`src/rtl/usb_packet_receiver_pkg.sv`:
```
// Shared encodings for the USB packet receiver: line states, FSM states,
// error codes, PID bytes, CRC16 constants and the SYNC pattern.
package usb_packet_receiver_pkg;

    typedef enum logic [1:0] {
        BUS_SE0 = 2'b00,
        BUS_K   = 2'b01,
        BUS_J   = 2'b10,
        BUS_SE1 = 2'b11
    } bus_state_t;

    typedef enum logic [2:0] {
        ST_IDLE      = 3'd0,
        ST_WAIT_SYNC = 3'd1,
        ST_SYNC      = 3'd2,
        ST_PID       = 3'd3,
        ST_PAYLOAD   = 3'd4,
        ST_EOP       = 3'd5,
        ST_REPORT    = 3'd6
    } rx_state_t;

    typedef enum logic [2:0] {
        ERR_NONE    = 3'd0,
        ERR_PID     = 3'd1,
        ERR_STUFF   = 3'd2,
        ERR_CRC     = 3'd3,
        ERR_LENGTH  = 3'd4,
        ERR_BUS     = 3'd5,
        ERR_TIMEOUT = 3'd6
    } pkt_err_t;

    localparam logic [7:0]  PID_ACK        = 8'hD2;
    localparam logic [7:0]  PID_NAK        = 8'h5A;
    localparam logic [7:0]  PID_DATA0      = 8'hC3;
    localparam logic [7:0]  PID_DATA1      = 8'h4B;
    localparam logic [15:0] CRC16_POLY     = 16'h8005;
    localparam logic [15:0] CRC16_INIT     = 16'hFFFF;
    localparam logic [15:0] CRC16_RESIDUAL = 16'h800D;
    // Bit i is the i-th decoded SYNC bit: seven 0s followed by a 1.
    localparam logic [7:0]  SYNC_PATTERN   = 8'h80;
    localparam logic [2:0]  STUFF_LIMIT    = 3'd6;

    // A PID byte is accepted only if its check nibble matches and it is a supported handshake/data PID.
    function automatic logic pid_is_valid(input logic [7:0] pid);
        logic known;
        known = (pid == PID_ACK) || (pid == PID_NAK) ||
                (pid == PID_DATA0) || (pid == PID_DATA1);
        return (pid[7:4] == ~pid[3:0]) && known;
    endfunction

    // One serial step of CRC16 (x^16+x^15+x^2+1), MSB-side feedback.
    function automatic logic [15:0] crc16_step(input logic [15:0] crc, input logic bit_in);
        logic [15:0] shifted;
        shifted = {crc[14:0], 1'b0};
        if (bit_in ^ crc[15]) begin
            return shifted ^ CRC16_POLY;
        end else begin
            return shifted;
        end
    endfunction

endpackage

```
`src/rtl/usb_rx_crc16.sv`:
```
// Serial CRC16 checker: clear loads the seed, enable folds in one bit per clock.
module usb_rx_crc16
    import usb_packet_receiver_pkg::*;
(
    input  logic        clock,
    input  logic        reset_n,
    input  logic        clear,
    input  logic        enable,
    input  logic        bit_in,
    output logic [15:0] residual
);

    logic [15:0] crc_q;
    logic [15:0] crc_d;

    // Next CRC value: seed on clear, advance on enable, otherwise hold.
    always_comb begin
        crc_d = crc_q;
        if (clear) begin
            crc_d = CRC16_INIT;
        end else if (enable) begin
            crc_d = crc16_step(crc_q, bit_in);
        end else begin
            crc_d = crc_q;
        end
    end

    // CRC register.
    always_ff @(posedge clock or negedge reset_n) begin
        if (!reset_n) begin
            crc_q <= CRC16_INIT;
        end else begin
            crc_q <= crc_d;
        end
    end

    assign residual = crc_q;

endmodule

```
`src/rtl/usb_packet_receiver.sv`:
```
// USB device-response receiver: NRZI decode, bit unstuffing, packet FSM and
// registered one-cycle packet report.
module usb_packet_receiver
    import usb_packet_receiver_pkg::*;
#(
    parameter int TIMEOUT_CYCLES = 255,
    parameter int DATA_BITS      = 64
) (
    input  logic                 clock,
    input  logic                 reset_n,
    input  logic                 dp,
    input  logic                 dm,
    input  logic                 rx_enable,
    output logic                 rx_busy,
    output logic                 pkt_valid,
    output logic [3:0]           pkt_pid,
    output logic [DATA_BITS-1:0] pkt_data,
    output logic [2:0]           pkt_err
);

    localparam int TW = $clog2(TIMEOUT_CYCLES + 1);
    localparam int CW = $clog2(DATA_BITS + 17);
    localparam logic [TW-1:0] TIMEOUT_LIMIT = TW'(TIMEOUT_CYCLES);
    localparam logic [CW-1:0] DATA_LIMIT    = CW'(DATA_BITS);
    localparam logic [CW-1:0] LAST_BIT      = CW'(DATA_BITS + 15);

    rx_state_t            state_q, state_d;
    bus_state_t           prev_q, prev_d;
    logic [TW-1:0]        timeout_q, timeout_d;
    logic [2:0]           ones_q, ones_d;
    logic [CW-1:0]        bit_cnt_q, bit_cnt_d;
    logic [1:0]           eop_cnt_q, eop_cnt_d;
    logic [7:0]           pid_q, pid_d;
    logic [DATA_BITS-1:0] data_q, data_d;
    logic                 is_data_q, is_data_d;
    logic                 done_q, done_d;
    logic                 rx_busy_q, rx_busy_d;
    logic                 pkt_valid_q, pkt_valid_d;
    logic [3:0]           pkt_pid_q, pkt_pid_d;
    logic [DATA_BITS-1:0] pkt_data_q, pkt_data_d;
    pkt_err_t             pkt_err_q, pkt_err_d;

    bus_state_t           line_s;
    logic                 bit_s;
    logic                 stuff_s;
    logic [TW-1:0]        timeout_next_s;
    logic                 crc_clear_s;
    logic                 crc_en_s;
    logic [15:0]          crc_residual_s;
    logic                 report_s;
    pkt_err_t             err_s;

    assign line_s         = bus_state_t'({dp, dm});
    assign bit_s          = (line_s == prev_q);
    assign stuff_s        = (ones_q == STUFF_LIMIT);
    assign timeout_next_s = timeout_q + {{(TW-1){1'b0}}, 1'b1};

    usb_rx_crc16 u_crc (
        .clock    (clock),
        .reset_n  (reset_n),
        .clear    (crc_clear_s),
        .enable   (crc_en_s),
        .bit_in   (bit_s),
        .residual (crc_residual_s)
    );

    // Packet FSM: decode one line sample per clock and decide next state or report.
    always_comb begin
        state_d     = state_q;
        timeout_d   = timeout_q;
        ones_d      = ones_q;
        bit_cnt_d   = bit_cnt_q;
        eop_cnt_d   = eop_cnt_q;
        pid_d       = pid_q;
        data_d      = data_q;
        is_data_d   = is_data_q;
        done_d      = done_q;
        crc_clear_s = 1'b0;
        crc_en_s    = 1'b0;
        report_s    = 1'b0;
        err_s       = ERR_NONE;
        if (line_s == BUS_J || line_s == BUS_K) begin
            prev_d = line_s;
        end else begin
            prev_d = prev_q;
        end

        case (state_q)
            ST_IDLE: begin
                prev_d    = BUS_J;
                timeout_d = '0;
                ones_d    = 3'd0;
                if (rx_enable && !done_q) begin
                    state_d = ST_WAIT_SYNC;
                end else begin
                    state_d = ST_IDLE;
                end
            end
            ST_WAIT_SYNC: begin
                if (line_s == BUS_SE1) begin
                    report_s = 1'b1;
                    err_s    = ERR_BUS;
                end else if (line_s == BUS_K) begin
                    // First K decodes as the leading 0 of SYNC.
                    state_d   = ST_SYNC;
                    bit_cnt_d = CW'(1);
                end else if (line_s == BUS_J) begin
                    if (timeout_next_s == TIMEOUT_LIMIT) begin
                        report_s = 1'b1;
                        err_s    = ERR_TIMEOUT;
                    end else begin
                        timeout_d = timeout_next_s;
                    end
                end else begin
                    timeout_d = timeout_q;
                end
            end
            ST_SYNC: begin
                if (line_s == BUS_SE1) begin
                    report_s = 1'b1;
                    err_s    = ERR_BUS;
                end else if (line_s == BUS_SE0 || bit_s != SYNC_PATTERN[bit_cnt_q[2:0]]) begin
                    // Not a real SYNC: drop it quietly and hunt again.
                    state_d = ST_WAIT_SYNC;
                    prev_d  = BUS_J;
                end else if (bit_cnt_q == CW'(7)) begin
                    state_d     = ST_PID;
                    bit_cnt_d   = '0;
                    ones_d      = 3'd0;
                    pid_d       = 8'd0;
                    data_d      = '0;
                    is_data_d   = 1'b0;
                    crc_clear_s = 1'b1;
                end else begin
                    bit_cnt_d = bit_cnt_q + CW'(1);
                end
            end
            ST_PID: begin
                if (line_s == BUS_SE1) begin
                    report_s = 1'b1;
                    err_s    = ERR_BUS;
                end else if (line_s == BUS_SE0) begin
                    report_s = 1'b1;
                    err_s    = ERR_LENGTH;
                end else if (stuff_s) begin
                    if (bit_s) begin
                        report_s = 1'b1;
                        err_s    = ERR_STUFF;
                    end else begin
                        ones_d = 3'd0;
                    end
                end else begin
                    ones_d = bit_s ? (ones_q + 3'd1) : 3'd0;
                    pid_d  = {bit_s, pid_q[7:1]};
                    if (bit_cnt_q == CW'(7)) begin
                        bit_cnt_d = '0;
                        eop_cnt_d = 2'd0;
                        if (!pid_is_valid(pid_d)) begin
                            report_s = 1'b1;
                            err_s    = ERR_PID;
                        end else if (pid_d == PID_DATA0 || pid_d == PID_DATA1) begin
                            state_d   = ST_PAYLOAD;
                            is_data_d = 1'b1;
                        end else begin
                            state_d = ST_EOP;
                        end
                    end else begin
                        bit_cnt_d = bit_cnt_q + CW'(1);
                    end
                end
            end
            ST_PAYLOAD: begin
                if (line_s == BUS_SE1) begin
                    report_s = 1'b1;
                    err_s    = ERR_BUS;
                end else if (line_s == BUS_SE0) begin
                    report_s = 1'b1;
                    err_s    = ERR_LENGTH;
                end else if (stuff_s) begin
                    if (bit_s) begin
                        report_s = 1'b1;
                        err_s    = ERR_STUFF;
                    end else begin
                        ones_d = 3'd0;
                    end
                end else begin
                    ones_d   = bit_s ? (ones_q + 3'd1) : 3'd0;
                    crc_en_s = 1'b1;
                    // Only the data field is kept; the trailing 16 CRC bits just feed the checker.
                    if (bit_cnt_q < DATA_LIMIT) begin
                        data_d = {bit_s, data_q[DATA_BITS-1:1]};
                    end else begin
                        data_d = data_q;
                    end
                    if (bit_cnt_q == LAST_BIT) begin
                        state_d   = ST_EOP;
                        eop_cnt_d = 2'd0;
                    end else begin
                        bit_cnt_d = bit_cnt_q + CW'(1);
                    end
                end
            end
            ST_EOP: begin
                if (line_s == BUS_SE1) begin
                    report_s = 1'b1;
                    err_s    = ERR_BUS;
                end else if (stuff_s && line_s != BUS_SE0) begin
                    // A stuff bit may still follow the final CRC bit.
                    if (bit_s) begin
                        report_s = 1'b1;
                        err_s    = ERR_STUFF;
                    end else begin
                        ones_d = 3'd0;
                    end
                end else if (eop_cnt_q == 2'd2) begin
                    report_s = 1'b1;
                    if (line_s == BUS_J) begin
                        err_s = ERR_NONE;
                    end else begin
                        err_s = ERR_LENGTH;
                    end
                end else if (eop_cnt_q == 2'd0 && is_data_q && crc_residual_s != CRC16_RESIDUAL) begin
                    report_s = 1'b1;
                    err_s    = ERR_CRC;
                end else if (line_s != BUS_SE0) begin
                    report_s = 1'b1;
                    err_s    = ERR_LENGTH;
                end else begin
                    eop_cnt_d = eop_cnt_q + 2'd1;
                end
            end
            ST_REPORT: begin
                state_d = ST_IDLE;
            end
            default: begin
                state_d = ST_IDLE;
            end
        endcase

        // Dropping rx_enable wins over everything, including a pending report.
        if (!rx_enable) begin
            state_d = ST_IDLE;
            done_d  = 1'b0;
        end else if (report_s) begin
            state_d = ST_REPORT;
            done_d  = 1'b1;
        end else begin
            done_d = done_q;
        end
    end

    // Output register inputs: report fields load only when a report is being issued.
    always_comb begin
        rx_busy_d   = (state_d != ST_IDLE);
        pkt_valid_d = (state_d == ST_REPORT);
        pkt_pid_d   = pkt_pid_q;
        pkt_data_d  = pkt_data_q;
        pkt_err_d   = pkt_err_q;
        if (pkt_valid_d) begin
            pkt_err_d = err_s;
            if (err_s == ERR_TIMEOUT) begin
                pkt_pid_d  = 4'd0;
                pkt_data_d = '0;
            end else begin
                pkt_pid_d  = pid_d[3:0];
                pkt_data_d = data_d;
            end
        end else begin
            pkt_err_d = pkt_err_q;
        end
    end

    // State, datapath and output registers.
    always_ff @(posedge clock or negedge reset_n) begin
        if (!reset_n) begin
            state_q     <= ST_IDLE;
            prev_q      <= BUS_J;
            timeout_q   <= '0;
            ones_q      <= 3'd0;
            bit_cnt_q   <= '0;
            eop_cnt_q   <= 2'd0;
            pid_q       <= 8'd0;
            data_q      <= '0;
            is_data_q   <= 1'b0;
            done_q      <= 1'b0;
            rx_busy_q   <= 1'b0;
            pkt_valid_q <= 1'b0;
            pkt_pid_q   <= 4'd0;
            pkt_data_q  <= '0;
            pkt_err_q   <= ERR_NONE;
        end else begin
            state_q     <= state_d;
            prev_q      <= prev_d;
            timeout_q   <= timeout_d;
            ones_q      <= ones_d;
            bit_cnt_q   <= bit_cnt_d;
            eop_cnt_q   <= eop_cnt_d;
            pid_q       <= pid_d;
            data_q      <= data_d;
            is_data_q   <= is_data_d;
            done_q      <= done_d;
            rx_busy_q   <= rx_busy_d;
            pkt_valid_q <= pkt_valid_d;
            pkt_pid_q   <= pkt_pid_d;
            pkt_data_q  <= pkt_data_d;
            pkt_err_q   <= pkt_err_d;
        end
    end

    assign rx_busy   = rx_busy_q;
    assign pkt_valid = pkt_valid_q;
    assign pkt_pid   = pkt_pid_q;
    assign pkt_data  = pkt_data_q;
    assign pkt_err   = pkt_err_q;

endmodule

```
`config.mk`:
```
export PLATFORM = sky130hd
export DESIGN_NAME = usb_packet_receiver
export DESIGN_NICKNAME = d
export VERILOG_FILES = /design/src/rtl/usb_packet_receiver_pkg.sv /design/src/rtl/usb_rx_crc16.sv /design/src/rtl/usb_packet_receiver.sv
export SDC_FILE = /design/constraint.sdc
export NUM_CORES = 1
export LEC_CHECK = 0
export BUFFER_PORTS_ARGS = -buffer_cell sky130_fd_sc_hd__buf_2
export CAP_MARGIN = 40
export CORE_MARGIN = 2
export CORE_UTILIZATION = 55
export CTS_CLUSTER_DIAMETER = 200
export DETAILED_ROUTE_END_ITERATION = 10
export GPL_ROUTABILITY_DRIVEN = 0
export GPL_TIMING_DRIVEN = 1
export PLACE_DENSITY = 0.79
export SLEW_MARGIN = 20
export SYNTH_ARGS = -nofsm -noshare
export SYNTH_HDL_FRONTEND = slang
export SYNTH_SLANG_ARGS = --single-unit
```
`constraint.sdc`:
```
create_clock -name clock -period 5 [get_ports clock]
set_input_delay 0.25 -clock clock [delete_from_list [all_inputs] [get_ports clock]]
set_output_delay 0.25 -clock clock [all_outputs]
set_load 0.02 [all_outputs]
```
Yosys cells after proc, flatten, opt, wreduce, memory -nomap -nowiden
Memories as Yosys holds them, arrays and structs flattened.
Cells that the tools add are included.
{ "totals": {"regBits": 188, "romBits": 8, "in_bits": 5, "elab_cells": 256, "n_memories": 1} }
{ "mem_list": {"columns": ["memory", "words", "word_bits", "rd", "rd_ports_with_merged_regs", "write_ports", "line_no", "rtl"], "rows": [
  ["(no name shown)", 8, 1, 1, 0, 0, "usb_packet_receiver.sv:122", "end else if (line_s == BUS_SE0 || bit_s != SYNC_PATTERN[bit_cnt_q[2:0]]) begin"]
]} }
{ "op_classes": {"add_sub_neg": 4, "magnitude_cmp": 2, "n_eq_ne": 51, "muxes": 148, "n_bitwise": 3, "n_reduce_logical": 30} }
{ "ops": {"columns": ["op", "n"], "rows": [
  ["64-bit two-way mux", 8],
  ["64-bit one-hot mux with 2 select lines", 1],
  ["3-bit two-way mux", 41],
  ["7-bit two-way mux", 12],
  ["8-bit two-way mux", 10],
  ["2-bit != test, second input constant", 27],
  ["16-bit two-way mux", 3],
  ["1-bit two-way mux", 43],
  ["2-bit two-way mux", 19],
  ["8-bit one-hot mux with 2 select lines", 2],
  ["7-bit one-hot mux with 4 select lines", 1],
  ["8-bit == test, second input constant", 3],
  ["3-bit one-hot mux with 6 select lines", 1],
  ["8-bit by 7-bit == test with 1-bit output, second input constant", 2],
  ["16-bit != test, second input constant", 1],
  ["3-bit == test, second input constant", 5],
  ["3-bit one-hot mux with 5 select lines", 1],
  ["14-bit AND reduction", 1],
  ["3-bit one-hot mux with 4 select lines", 1],
  ["12-bit AND reduction", 1],
  ["10-bit AND reduction", 1],
  ["8-bit by 1-bit adder with 8-bit output, second input constant", 1],
  ["8-bit AND reduction", 1],
  ["2-bit nonzero test", 4],
  ["other kinds (33)", 48]
]} }

Logic depth before layout (Yosys ltp)
Gate-level depths: netlist of the first run.
{ "logic_depth": {"word_depth": 15, "ltp_mapped": 11} }

By module
From an unflattened synthesis of the first run, not the netlist that was laid out.
{ "hier_totals": {"cells_unflattened": 761, "hier_area_um2": 8354.3} }
{ "by_module_without_submodules": {"columns": ["mod", "n_inst", "cells_per_inst", "area_per_inst_um2", "seq_area_each_um2"], "rows": [
  ["usb_packet_receiver", 1, 705, 7627.3, 4305.4],
  ["usb_rx_crc16", 1, 56, 726.9, 420.4]
]} }

Worst setup path after synthesis of the first run
No wires, ideal clock.
{ "synth_timing": {"path_kind": "register to register", "start": "register ones_q[0]", "end": "register pkt_data_q[56] (netlist: pkt_data[56])", "setup_time_ns": 0.136, "arrival_time_ns": 2.371, "slack_ns": 2.492, "path_stages_with_launch": 12, "n_path_buf": 3, "period_less_slack_ns": 2.508, "cell_sequence": "dfrtp_1 -> inv_1 -> ha_1 -> and2_1 -> clkbuf_1 -> or4_1 -> a21oi_1 -> o21ai_1 -> a211oi_2 -> buf_4 -> buf_6 -> o32ai_1"} }
{ "synth_between": {"elab_chain_len": 8, "elab_cells_between_ends": 36, "cone_classes": "3 x eq/ne; 32 x mux; 1 x reduce/logical"} }
{ "synth_lines": {"columns": ["item", "line_no", "rtl"], "rows": [
  ["start: declaration", "usb_packet_receiver.sv:30", "logic [2:0] ones_q, ones_d;"],
  ["start signal: assignment", "usb_packet_receiver.sv:295", "ones_q <= ones_d;"],
  ["3-bit == test *", "usb_packet_receiver.sv:55", "assign stuff_s = (ones_q == STUFF_LIMIT);"],
  ["3-bit two-way mux (tied with other cells)", "usb_packet_receiver.sv:179", "end else if (stuff_s) begin"],
  ["3-bit two-way mux (tied with other cells)", "usb_packet_receiver.sv:176", "end else if (line_s == BUS_SE0) begin"],
  ["3-bit two-way mux (tied with other cells)", "usb_packet_receiver.sv:173", "if (line_s == BUS_SE1) begin"],
  ["3-bit one-hot mux with 6 select lines / 1-bit one-hot mux with 5 select lines (equally long branches)", "usb_packet_receiver.sv:88", "case (state_q)"],
  ["3-bit two-way mux", "usb_packet_receiver.sv:244", "end else if (report_s) begin"],
  ["3-bit two-way mux", "usb_packet_receiver.sv:241", "if (!rx_enable) begin"],
  ["3-bit == test", "usb_packet_receiver.sv:255", "pkt_valid_d = (state_d == ST_REPORT);"],
  ["end signal: assignment", "usb_packet_receiver.sv:305", "pkt_data_q <= pkt_data_d;"],
  ["end: declaration", "usb_packet_receiver.sv:40", "logic [DATA_BITS-1:0] pkt_data_q, pkt_data_d;"]
]} }
Every way passes the cells marked *; elsewhere a longest branch is shown, timed or not.
A chain may end at the register's enable or synchronous reset.

Worst setup path in the final report of the first run
{ "layout_timing": {"start": "register timeout_q[0]", "end": "register pkt_data_q[56] (netlist: pkt_data[56])"} }
{ "layout_between": {"elab_chain_len": 10, "elab_cells_between_ends": 17, "cone_classes": "1 x add/sub; 3 x eq/ne; 13 x mux"} }
{ "layout_lines": {"columns": ["item", "line_no", "rtl"], "rows": [
  ["start: declaration", "usb_packet_receiver.sv:29", "logic [TW-1:0] timeout_q, timeout_d;"],
  ["start signal: assignment", "usb_packet_receiver.sv:294", "timeout_q <= timeout_d;"],
  ["8-bit by 1-bit adder with 8-bit output *", "usb_packet_receiver.sv:56", "assign timeout_next_s = timeout_q + {{(TW-1){1'b0}}, 1'b1};"],
  ["8-bit == test *", "usb_packet_receiver.sv:108", "if (timeout_next_s == TIMEOUT_LIMIT) begin"],
  ["1-bit two-way mux", "usb_packet_receiver.sv:108", null],
  ["1-bit two-way mux", "usb_packet_receiver.sv:107", "end else if (line_s == BUS_J) begin"],
  ["1-bit two-way mux", "usb_packet_receiver.sv:103", "end else if (line_s == BUS_K) begin"],
  ["1-bit two-way mux", "usb_packet_receiver.sv:100", "if (line_s == BUS_SE1) begin"],
  ["1-bit one-hot mux with 5 select lines", "usb_packet_receiver.sv:88", null],
  ["3-bit two-way mux", "usb_packet_receiver.sv:244", null],
  ["3-bit two-way mux", "usb_packet_receiver.sv:241", null],
  ["3-bit == test", "usb_packet_receiver.sv:255", null]
]} }
Marked as above.

==> results of run 1 <==
==> sequential cells by signal, indices dropped and copies added, names as in the netlist <==
| signal | count |
|---|---|
| bit_cnt_q | 7 |
| data_q | 64 |
| done_q | 1 |
| eop_cnt_q | 2 |
| is_data_q | 1 |
| ones_q | 3 |
| pid_q | 8 |
| pkt_data | 64 |
| pkt_err | 3 |
| pkt_pid | 4 |
| pkt_valid | 1 |
| prev_q | 2 |
| rx_busy | 1 |
| state_q | 3 |
| timeout_q | 8 |
| u_crc.residual | 16 |
==> per-stage QoR <==
stage | total power (W) | cell area (µm²) | util
floorplan | 0.00255 | 9180 | -
global placement | 0.00287 | 9630 | 0.585
detailed placement | 0.00290 | 9630 | 0.585
CTS | 0.00431 | 10300 | 0.623
global route | 0.00449 | 10300 | 0.624
finish | 0.00430 | 10300 | 0.624
==> cells by family (layout without fill, tap and decap cells) <==
logic type	count (synthesis)	after routing	share of synthesized area
compound gates	244	244	0.220
xor+xnor	10	10	0.00955
fa+ha+maj	12	12	0.0164
buf+inv	149	202	0.0683
flops	188	188	0.515
mux	20	20	0.0224
simple gates	285	285	0.148
==> worst max-delay path by stage <==
stage                     cells after the start  slack (ns)          from           end
final                                         8        1.56  timeout_q[0]  pkt_data[56]
after detailed placement                      7        1.50    state_q[0]  pkt_data[19]
after global placement                        7        1.61    state_q[0]  pkt_data[44]
after CTS                                     7        1.47    state_q[0]  pkt_data[56]
after floorplan                              11        2.49     ones_q[0]  pkt_data[56]
after global routing                          8        1.32  timeout_q[0]  pkt_data[56]
==> repair_timing <==
action                                  4_1_cts  5_1_grt
resized for setup                             0        0
endpoints found under the hold margin        83        0
hold buffers                                  1        0
endpoints found under the setup margin        0        0
==> cell usage after synthesis (8+ instances only) <==
cell,n,area share
nand2_1,163,0.067
o31ai_1,16,0.013
clkbuf_1,38,0.016
dfstp_2,17,0.049
o2bb2ai_1,64,0.061
o32ai_2,9,0.016
nand3_1,11,0.0060
buf_2,24,0.013
mux2i_1,16,0.017
ha_1,12,0.016
nor2_1,36,0.015
dfrtp_1,171,0.47
inv_1,78,0.032
o21ai_0,20,0.011
a21oi_1,13,0.0071
o32ai_1,60,0.057
o211ai_1,8,0.0065
==> per-layer routing <==
| metal | track usage | up-vias | routed length, µm |
|---|---|---|---|
| met5 | 0 | - | 0 |
| met4 | 0.0869 | 0 | 476 |
| met3 | 0.0441 | 41 | 1140 |
| met2 | 0.377 | 263 | 9890 |
| met1 | 0.363 | 3543 | 9950 |
| li1 | - | 3346 | - |
==> report_power, final <==
part / total [W] / leakage [nW] / internal, W / switching (W)
logic: 0.000965 / 1.82 / 0.000336 / 0.000629
registers: 0.00192 / 2.48 / 0.00175 / 0.000171
clock network: 0.00141 / 0.298 / 0.000771 / 0.000636
==> critical path, cell delays in order, from the launching register on <==
cell and delay, ns:
dfrtp_1 0.43, ha_1 0.28, nand3_2 0.15, or3_4 0.38
a221oi_4 0.38, a221o_1 0.31, o21a_2 0.51, buf_4 0.57
o32ai_1 0.22
==> final cells by class <==
type / count / area share
tap: 220 / 0.0268
multi-input combinational: 571 / 0.374
clock inverter: 14 / 0.0172
clock buffer: 18 / 0.0427
sequential: 188 / 0.460
inverter: 78 / 0.0285
timing repair buffer: 92 / 0.0506
==> impl_metrics.env, run 1 <==
export IMPL_num_rows=47
export IMPL_cts_path_max_buffers=2
export IMPL_netlist_area_mm2=0.00918
export IMPL_pre_cts_ws_ns=1.50
export IMPL_drt_iter0_drc=626
export IMPL_syn_nets=925
export IMPL_hold_viol=0
export IMPL_crit_arrival_ns=3.72
export IMPL_htreeDepth=4
export IMPL_port_buffers=77
export IMPL_crit_fanout=48
export IMPL_fmax_ghz=0.290
export IMPL_vias_per_cell=6.09
export IMPL_drive_above_1_share=0.178
export IMPL_finalSetupTns_ns=0
export IMPL_ys_warn_count=0
export IMPL_hold_ws_ns=0.133
export IMPL_antenna_left=0
export IMPL_seq_area_mm2=0.00473
export IMPL_grt_pass1_wl_um=35600
export IMPL_final_cell_mix="171 x dfrtp_1, 163 x nand2_1, 78 x inv_1"
export IMPL_nFillCells=1341
export IMPL_fin_worst_skew_ns=0.0122
export IMPL_power_density_mw_per_mm2=418
export IMPL_dp_hpwl_um=13400
export IMPL_drv_slew=0
export IMPL_max_slew_margin=0.439
export IMPL_post_route_period_util=0.689
export IMPL_rsz0062_at_grt="no"
export IMPL_cts_root_buf="clkbuf_16"
export IMPL_start_util=0.557
export IMPL_yosys_most_used_dff="dfrtp_1"
export IMPL_min_path_cells=2
export IMPL_cap_viol_max_count=0
export IMPL_r2r_start="timeout_q[0]"
export IMPL_max_vdd_ir_drop_uv=291
export IMPL_min_to="prev_q[1]"
export IMPL_ios=78
export IMPL_ys_seq_elements=188
export IMPL_first_global_vias=6959
export IMPL_min_path_type="input pin to flop"
export IMPL_finalWorstSetupSlack_ns=1.56
export IMPL_antennaDiodeCount=0
export IMPL_reg2reg_to="pkt_data[56]"
export IMPL_ys_seq_area_frac=0.515
export IMPL_routed_wirelength_um=21500
export IMPL_cts_buffers=17
export IMPL_multi_input_area_mm2=0.00385
export IMPL_end_kind="flop"
export IMPL_finalSetupViolCount=0
export IMPL_grt_antenna_before_repair=0
export IMPL_core_area_mm2=0.0165
export IMPL_dieWidth_um=133
export IMPL_hp_start="dp"
export IMPL_area_growth_syn_to_layout_pct=12.0
export IMPL_path_class="flop to flop"
export IMPL_leakagePower_nw=4.59
export IMPL_clk_pin_slew_ns=0.07
export IMPL_nets=965
export IMPL_die_area_mm2=0.0177
export IMPL_worst_pin_slew_ns=0.839
export IMPL_die_h_um=133
export IMPL_vias=7193
export IMPL_synthCells=908
export IMPL_firstDrtPassIters=6
export IMPL_final_common_cell="dfrtp_1"
export IMPL_clkLatencyLatePin_ns=0.44
export IMPL_start_kind="flop"
export IMPL_synth_edf_count=0
export IMPL_cts_tree="yes"
export IMPL_drcViolationCount=0
export IMPL_synthArstFlopShare=1.00
export IMPL_wl_per_cell_um=18.2
export IMPL_dp_cells=1146
export IMPL_reg2reg_depth=8
export IMPL_clock_sinks=188
export IMPL_r2r_slack_ns=1.56
export IMPL_fin_crit_ns=3.44
export IMPL_ys_types=76
export IMPL_grt_start_max_net_pins=97
export IMPL_required_ns=5.28
export IMPL_status="finished, final reports clean"
export IMPL_overflow=0
export IMPL_layout_cells_non_filler=1181
export IMPL_grt_use_total=0.248
export IMPL_post_cts_buffers=0
export IMPL_syn_avg_cell_area_um2=10.1
Note: power is estimated with default switching activity, not from simulation.
==> run 2, diff against run 1 <==
Settings changed: ABC_AREA from default to 1, CORE_UTILIZATION 55 to 54, PLACE_DENSITY 0.79 to 0.81.
Clock period 5 ns to 3 ns, I/O delays scaled along.
==> run 2 against run 1 <==
Compared with the run above: cell count rose by 27%; critical path type unchanged; area after synthesis fell by 0.16%; clock-buffer cell count did not move; first-iteration DRC count fell by 4.3%; hold slack got worse by 0.081 ns; wire length fell by 7.1%; sequential share of layout area fell by 0.67 points; die area rose by 1.6%.
==> impl_metrics.env, run 2 <==
export IMPL_status="finished, final reports clean"
export IMPL_yosys_most_used_dff="dfrtp_1"
export IMPL_reg2reg_to="pkt_data[35]"
export IMPL_start_util=0.552
export IMPL_vias_per_cell=5.09
export IMPL_p_comb_frac=0.212
export IMPL_worst_pin_slew_ns=0.673
export IMPL_drcViolationCount=0
export IMPL_first_global_vias=7345
export IMPL_synthCells=1202
export IMPL_r2r_slack_ns=0.45
export IMPL_ctsResizeCount=0
export IMPL_final_cell_mix="326 x nand2_1, 199 x inv_1, 183 x nor2_1"
export IMPL_syn_avg_cell_area_um2=7.62
export IMPL_antenna_left=0
export IMPL_grt_pass1_wl_um=34300
export IMPL_reg2reg_depth=12
export IMPL_firstDrtPassIters=5
export IMPL_ys_seq_elements=188
export IMPL_die_h_um=134
export IMPL_layout_cells_non_filler=1503
export IMPL_ios=78
export IMPL_cts_buffers=17
export IMPL_fmax_ghz=0.393
export IMPL_max_slew_margin=0.551
export IMPL_cpPeakStageDelay_ns=0.53
export IMPL_ys_types=43
export IMPL_clkLatencyLatePin_ns=0.44
export IMPL_antennaDiodeCount=0
export IMPL_hp_start="dp"
export IMPL_core_area_mm2=0.0166
export IMPL_hold_viol=0
export IMPL_vias=7656
export IMPL_syn_nets=1219
export IMPL_crit_arrival_ns=2.92
export IMPL_htreeDepth=4
export IMPL_synth_edf_count=0
export IMPL_ys_warn_count=0
export IMPL_num_rows=47
export IMPL_post_route_period_util=0.849
export IMPL_drive_above_1_share=0.128
export IMPL_crit_chain="nand2_1 -> nand2_1 -> nand2_1 -> or2_1 -> nand3_2 -> nand2_2 -> nand4_4 -> buf_4 -> a21oi_1 -> nor2_1 -> nand2_1 -> nand2_1"
export IMPL_yosysMostFrequentCell="nand2_1"
export IMPL_min_to="prev_q[1]"
export IMPL_clock_sinks=188
export IMPL_synth_top_cell_area_share=0.467
export IMPL_drt_iter0_drc=599
export IMPL_grt_antenna_before_repair=0
export IMPL_netlist_area_mm2=0.00916
export IMPL_slowest_stage="dfstp_2"
export IMPL_sw_frac_of_total=0.325
export IMPL_routed_wirelength_um=19900
export IMPL_multi_input_area_mm2=0.00343
export IMPL_clk_pin_slew_ns=0.07
export IMPL_die_area_mm2=0.0180
export IMPL_yosys_top_cells_count="327 x nand2_1, 199 x inv_1, 183 x nor2_1"
export IMPL_cts_root_buf="clkbuf_16"
export IMPL_grt_use_total=0.235
export IMPL_r2r_start="prev_q[1]"
export IMPL_dieWidth_um=134
export IMPL_wl_per_cell_um=13.3
export IMPL_cp_common_cell="nand2_1"
export IMPL_crit_cells=12
export IMPL_nFillCells=1433
export IMPL_finalSetupViolCount=0
export IMPL_leakagePower_nw=5.94
export IMPL_p_seq_frac=0.443
export IMPL_power_density_mw_per_mm2=662
export IMPL_final_common_cell="nand2_1"
export IMPL_dp_hpwl_um=12700
export IMPL_pwr_share_clk=0.345
export IMPL_ys_seq_area_frac=0.516
export IMPL_port_buffers=77
export IMPL_seq_area_mm2=0.00473
export IMPL_max_vdd_ir_drop_uv=523
export IMPL_min_path_type="input pin to flop"
export IMPL_power_switching_w=0.00224
export IMPL_rsz0062_at_grt="no"
export IMPL_min_path_cells=3
export IMPL_path_class="flop to flop"
export IMPL_cts_path_max_buffers=2
export IMPL_cap_viol_max_count=0
export IMPL_fin_crit_ns=2.55
export IMPL_cp_num_buf_inv=1
export IMPL_nets=1287
export IMPL_start_kind="flop"
export IMPL_critPathTopFamily="simple AND/OR/NAND/NOR gates"
export IMPL_drv_slew=0
export IMPL_end_kind="flop"
export IMPL_yosys_area_top_type="dfrtp_1"
export IMPL_synth_area_top_cells="dfrtp_1 47%, nand2_1 13%, inv_1 8.2%, nor2_1 7.5%, dfstp_2 4.9%"
export IMPL_grt_start_max_net_pins=75
export IMPL_area_growth_syn_to_layout_pct=13.9
export IMPL_finalSetupTns_ns=0
export IMPL_required_ns=3.38
export IMPL_synthArstFlopShare=1.00
export IMPL_fin_worst_skew_ns=0.0129
export IMPL_overflow=0
export IMPL_cts_tree="yes"
export IMPL_crit_fanout=64
export IMPL_p_int_w=0.00466
export IMPL_dp_cells=1469
-- run 2: changes by cell type in the layout (fill, tap and decap cells not counted), sizes merged, moves of 12 or more --
cell     delta
a21oi      +64
nor2      +153
nand2     +168
o32ai      -69
o2bb2ai    -64
inv       +130
nand3      +21
o31ai      -12
o21ai      +26
mux2i      -16
-- run 2: cell type report --
class | instances | share of cell area
Inverter | 210 | 0.0756
Clock inverter | 14 | 0.0192
Timing Repair Buffer | 92 | 0.0560
Tap cell | 220 | 0.0264
Sequential cell | 188 | 0.453
Multi-Input combinational cell | 761 | 0.329
Clock buffer | 18 | 0.0411
-- run 2: worst max-delay path by stage --
| stage | start | end |
|---|---|---|
| final | prev_q[1] | pkt_data[35] |
| after global routing | prev_q[1] | pkt_data[25] |
| after CTS | prev_q[1] | pkt_data[35] |
| after detailed placement | prev_q[1] | pkt_data[6] |
| after global placement | prev_q[1] | pkt_data[40] |
| after floorplan | ones_q[0] | pkt_data[0] |
-- run 2: what timing repair did --
action                    in CTS  in global routing
setup buffers                  0                  0
hold endpoints to repair      66                  0
hold buffers                   2                  0
-- run 2: worst register-to-register path, stage by stage, from the launching register on --
cell     delay, ns
dfstp_2       0.53
nand2_1       0.05
nand2_1       0.10
nand2_1       0.17
or2_1         0.27
nand3_2       0.10
nand2_2       0.10
nand4_4       0.09
buf_4         0.54
a21oi_1       0.24
nor2_1        0.18
nand2_1       0.07
nand2_1       0.06
-- run 2: kinds of logic after synthesis --
logic type               share of synthesized area
AND/OR/NAND/NOR                              0.265
flip-flops                                   0.516
multiplexers                               0.00123
AO/OA/AOI/OAI                               0.0867
XOR/XNOR                                   0.00478
adder cells (fa/ha/maj)                     0.0164
buffers and inverters                        0.110
-- run 2: per-layer routing --
layer,track usage,share of wire
met1,0.309,0.44
met2,0.381,0.48
met3,0.0408,0.052
met4,0.109,0.032
met5,0,0
-- run 2: power groups by stage --
stage | Combinational [W] | Sequential [W] | Clock (W)
floorplan | 0.000999 | 0.00312 | 0
global placement | 0.00138 | 0.00309 | 0
detailed placement | 0.00144 | 0.00310 | 0
CTS | 0.00146 | 0.00306 | 0.00242
global route | 0.00166 | 0.00310 | 0.00253
finish | 0.00146 | 0.00306 | 0.00238
-- run 2: through the flow --
step                      cell area, µm²  hold slack (ns)  setup slack (ns)  utilization  power (W)
after floorplan                     9160           -0.146              1.05            -    0.00412
after CTS                          10400           0.0392             0.488        0.629    0.00693
after global placement              9770            0.192             0.587        0.589    0.00447
final                              10400           0.0511             0.453        0.629    0.00690
after global routing               10400           0.0757             0.234        0.629    0.00729
after detailed placement            9780            0.189             0.544        0.590    0.00453
==> run 3, diff against run 2 <==
Settings changed: CORE_UTILIZATION 54 to 55, PLACE_DENSITY 0.81 to 0.79.
Clock period 3 ns to 2.55 ns, I/O delays scaled along.
==> run 3 against run 2 <==
Compared with the run above: hold slack got worse by 0.030 ns; combinational power grew 22%; non-clock buffer count increased by 13; core utilization rose by 1.1 points; setup slack worse by 0.28 ns; clock skew down 0.0036 ns; wire length rose by 0.62%; sequential cell count is the same; global-route usage is 0.56 points lower; first-iteration DRC count is 1.7% lower; largest cell class unchanged; highest routed layer unchanged.
==> impl_metrics.env, run 3 (synthesis results as in run 2) <==
export IMPL_htreeDepth=4
export IMPL_cts_root_buf="clkbuf_16"
export IMPL_max_vdd_ir_drop_uv=658
export IMPL_post_route_period_util=0.932
export IMPL_drcViolationCount=0
export IMPL_antennaDiodeCount=0
export IMPL_antenna_left=0
export IMPL_firstDrtPassIters=5
export IMPL_power_density_mw_per_mm2=753
export IMPL_fmax_ghz=0.421
export IMPL_leakagePower_nw=5.98
export IMPL_die_area_mm2=0.0177
export IMPL_routed_wirelength_um=20100
export IMPL_clkLatencyLatePin_ns=0.43
export IMPL_port_buffers=77
export IMPL_hp_start="dp"
export IMPL_cap_viol_max_count=0
export IMPL_required_ns=2.87
export IMPL_start_kind="flop"
export IMPL_cts_tree="yes"
export IMPL_grt_pass1_wl_um=32900
export IMPL_die_h_um=133
export IMPL_drt_iter0_drc=589
export IMPL_wl_per_cell_um=13.2
export IMPL_overflow=0
export IMPL_path_class="flop to flop"
export IMPL_drv_slew=0
export IMPL_worst_pin_slew_ns=0.661
export IMPL_max_slew_margin=0.559
export IMPL_crit_fanout=26
export IMPL_drive_above_1_share=0.137
export IMPL_num_rows=47
export IMPL_fin_crit_ns=2.38
export IMPL_cts_path_max_buffers=2
export IMPL_hold_viol=0
export IMPL_r2r_start="timeout_q[1]"
export IMPL_min_path_type="input pin to flop"
export IMPL_crit_arrival_ns=2.69
export IMPL_layout_cells_non_filler=1515
export IMPL_crit_path_start="timeout_q[1]"
export IMPL_grt_antenna_before_repair=0
export IMPL_finalSetupViolCount=0
export IMPL_dp_hpwl_um=12800
export IMPL_first_global_vias=7324
export IMPL_fin_worst_skew_ns=0.00928
export IMPL_dieWidth_um=133
export IMPL_status="finished, final reports clean"
export IMPL_end_kind="flop"
export IMPL_dp_cells=1480
export IMPL_clock_sinks=188
export IMPL_vias=7711
export IMPL_pre_cts_ws_ns=0.167
export IMPL_grt_use_total=0.229
export IMPL_final_cell_mix="325 x nand2_1, 199 x inv_1, 182 x nor2_1"
export IMPL_cts_buffers=17
export IMPL_nets=1300
export IMPL_area_growth_syn_to_layout_pct=14.6
export IMPL_finalWorstSetupSlack_ns=0.174
export IMPL_ios=78
export IMPL_vias_per_cell=5.09
export IMPL_clk_pin_slew_ns=0.06
export IMPL_grt_start_max_net_pins=71
export IMPL_min_path_cells=3
export IMPL_core_area_mm2=0.0164
export IMPL_start_util=0.558
export IMPL_reg2reg_depth=12
export IMPL_final_common_cell="nand2_1"
## run 3: layout make-up
cell class | count | area, µm²
clock buffers | 21 | 450
clock inverters | 10 | 106
fillers | 1360 | 5910
inverters | 210 | 791
multi-input cells | 761 | 3440
flip-flops and latches | 188 | 4730
well taps | 220 | 275
repair buffers | 105 | 707
## run 3: what timing repair did
item	4_1_cts	5_1_grt
buffers inserted	0	1
hold buffers	2	0
setup endpoints to repair	0	73
hold endpoints to repair	67	0
gates resized for setup	0	6
## run 3: final timing paths
path	to	slack, ns
setup / recovery	pkt_data[47]	0.17
hold reg to reg	pkt_data[21]	0.47
max in group asynchronous	data_q[56]	1.42
hold / removal	prev_q[1]	0.02
min in group asynchronous	bit_cnt_q[4]	0.27
setup reg to reg	pkt_data[47]	0.17
## run 3: through the flow
stage	setup TNS, ns	utilization	instance area (µm²)	power (W)	hold slack [ns]
after floorplan	0	-	9160	0.00484	-0.168
after global placement	0	0.601	9860	0.00533	0.172
after detailed placement	0	0.601	9860	0.00537	0.173
after CTS	0	0.636	10400	0.00791	0.00354
after global routing	-0.0188	0.640	10500	0.00833	0.0264
final	0	0.640	10500	0.00791	0.0209
## run 3: critical path: stages (launching register included)
cell and delay [ns]:
dfrtp_1 0.41, ha_1 0.26, xor2_1 0.21, nand4_1 0.13, nor2_2 0.15, nand4_1 0.16
nand3_1 0.17, nand2_1 0.12, nor2_4 0.13, buf_4 0.31, nor2_1 0.07, nand2_1 0.07
nand2_1 0.06
## run 3: where the power goes
group	internal, W	switching, W
Clock	0.00139	0.00115
Combinational	0.000576	0.00121
Sequential	0.00338	0.000212
Total	0.00534	0.00256
## run 3: per-layer routing
metal / global-route usage / wire length, µm / vias to the layer above
li1: - / - / 3824
met1: 0.301 / 9100 / 3636
met2: 0.376 / 9470 / 198
met3: 0.0395 / 899 / 53
met4: 0.101 / 589 / 0
met5: 0 / 0 / -
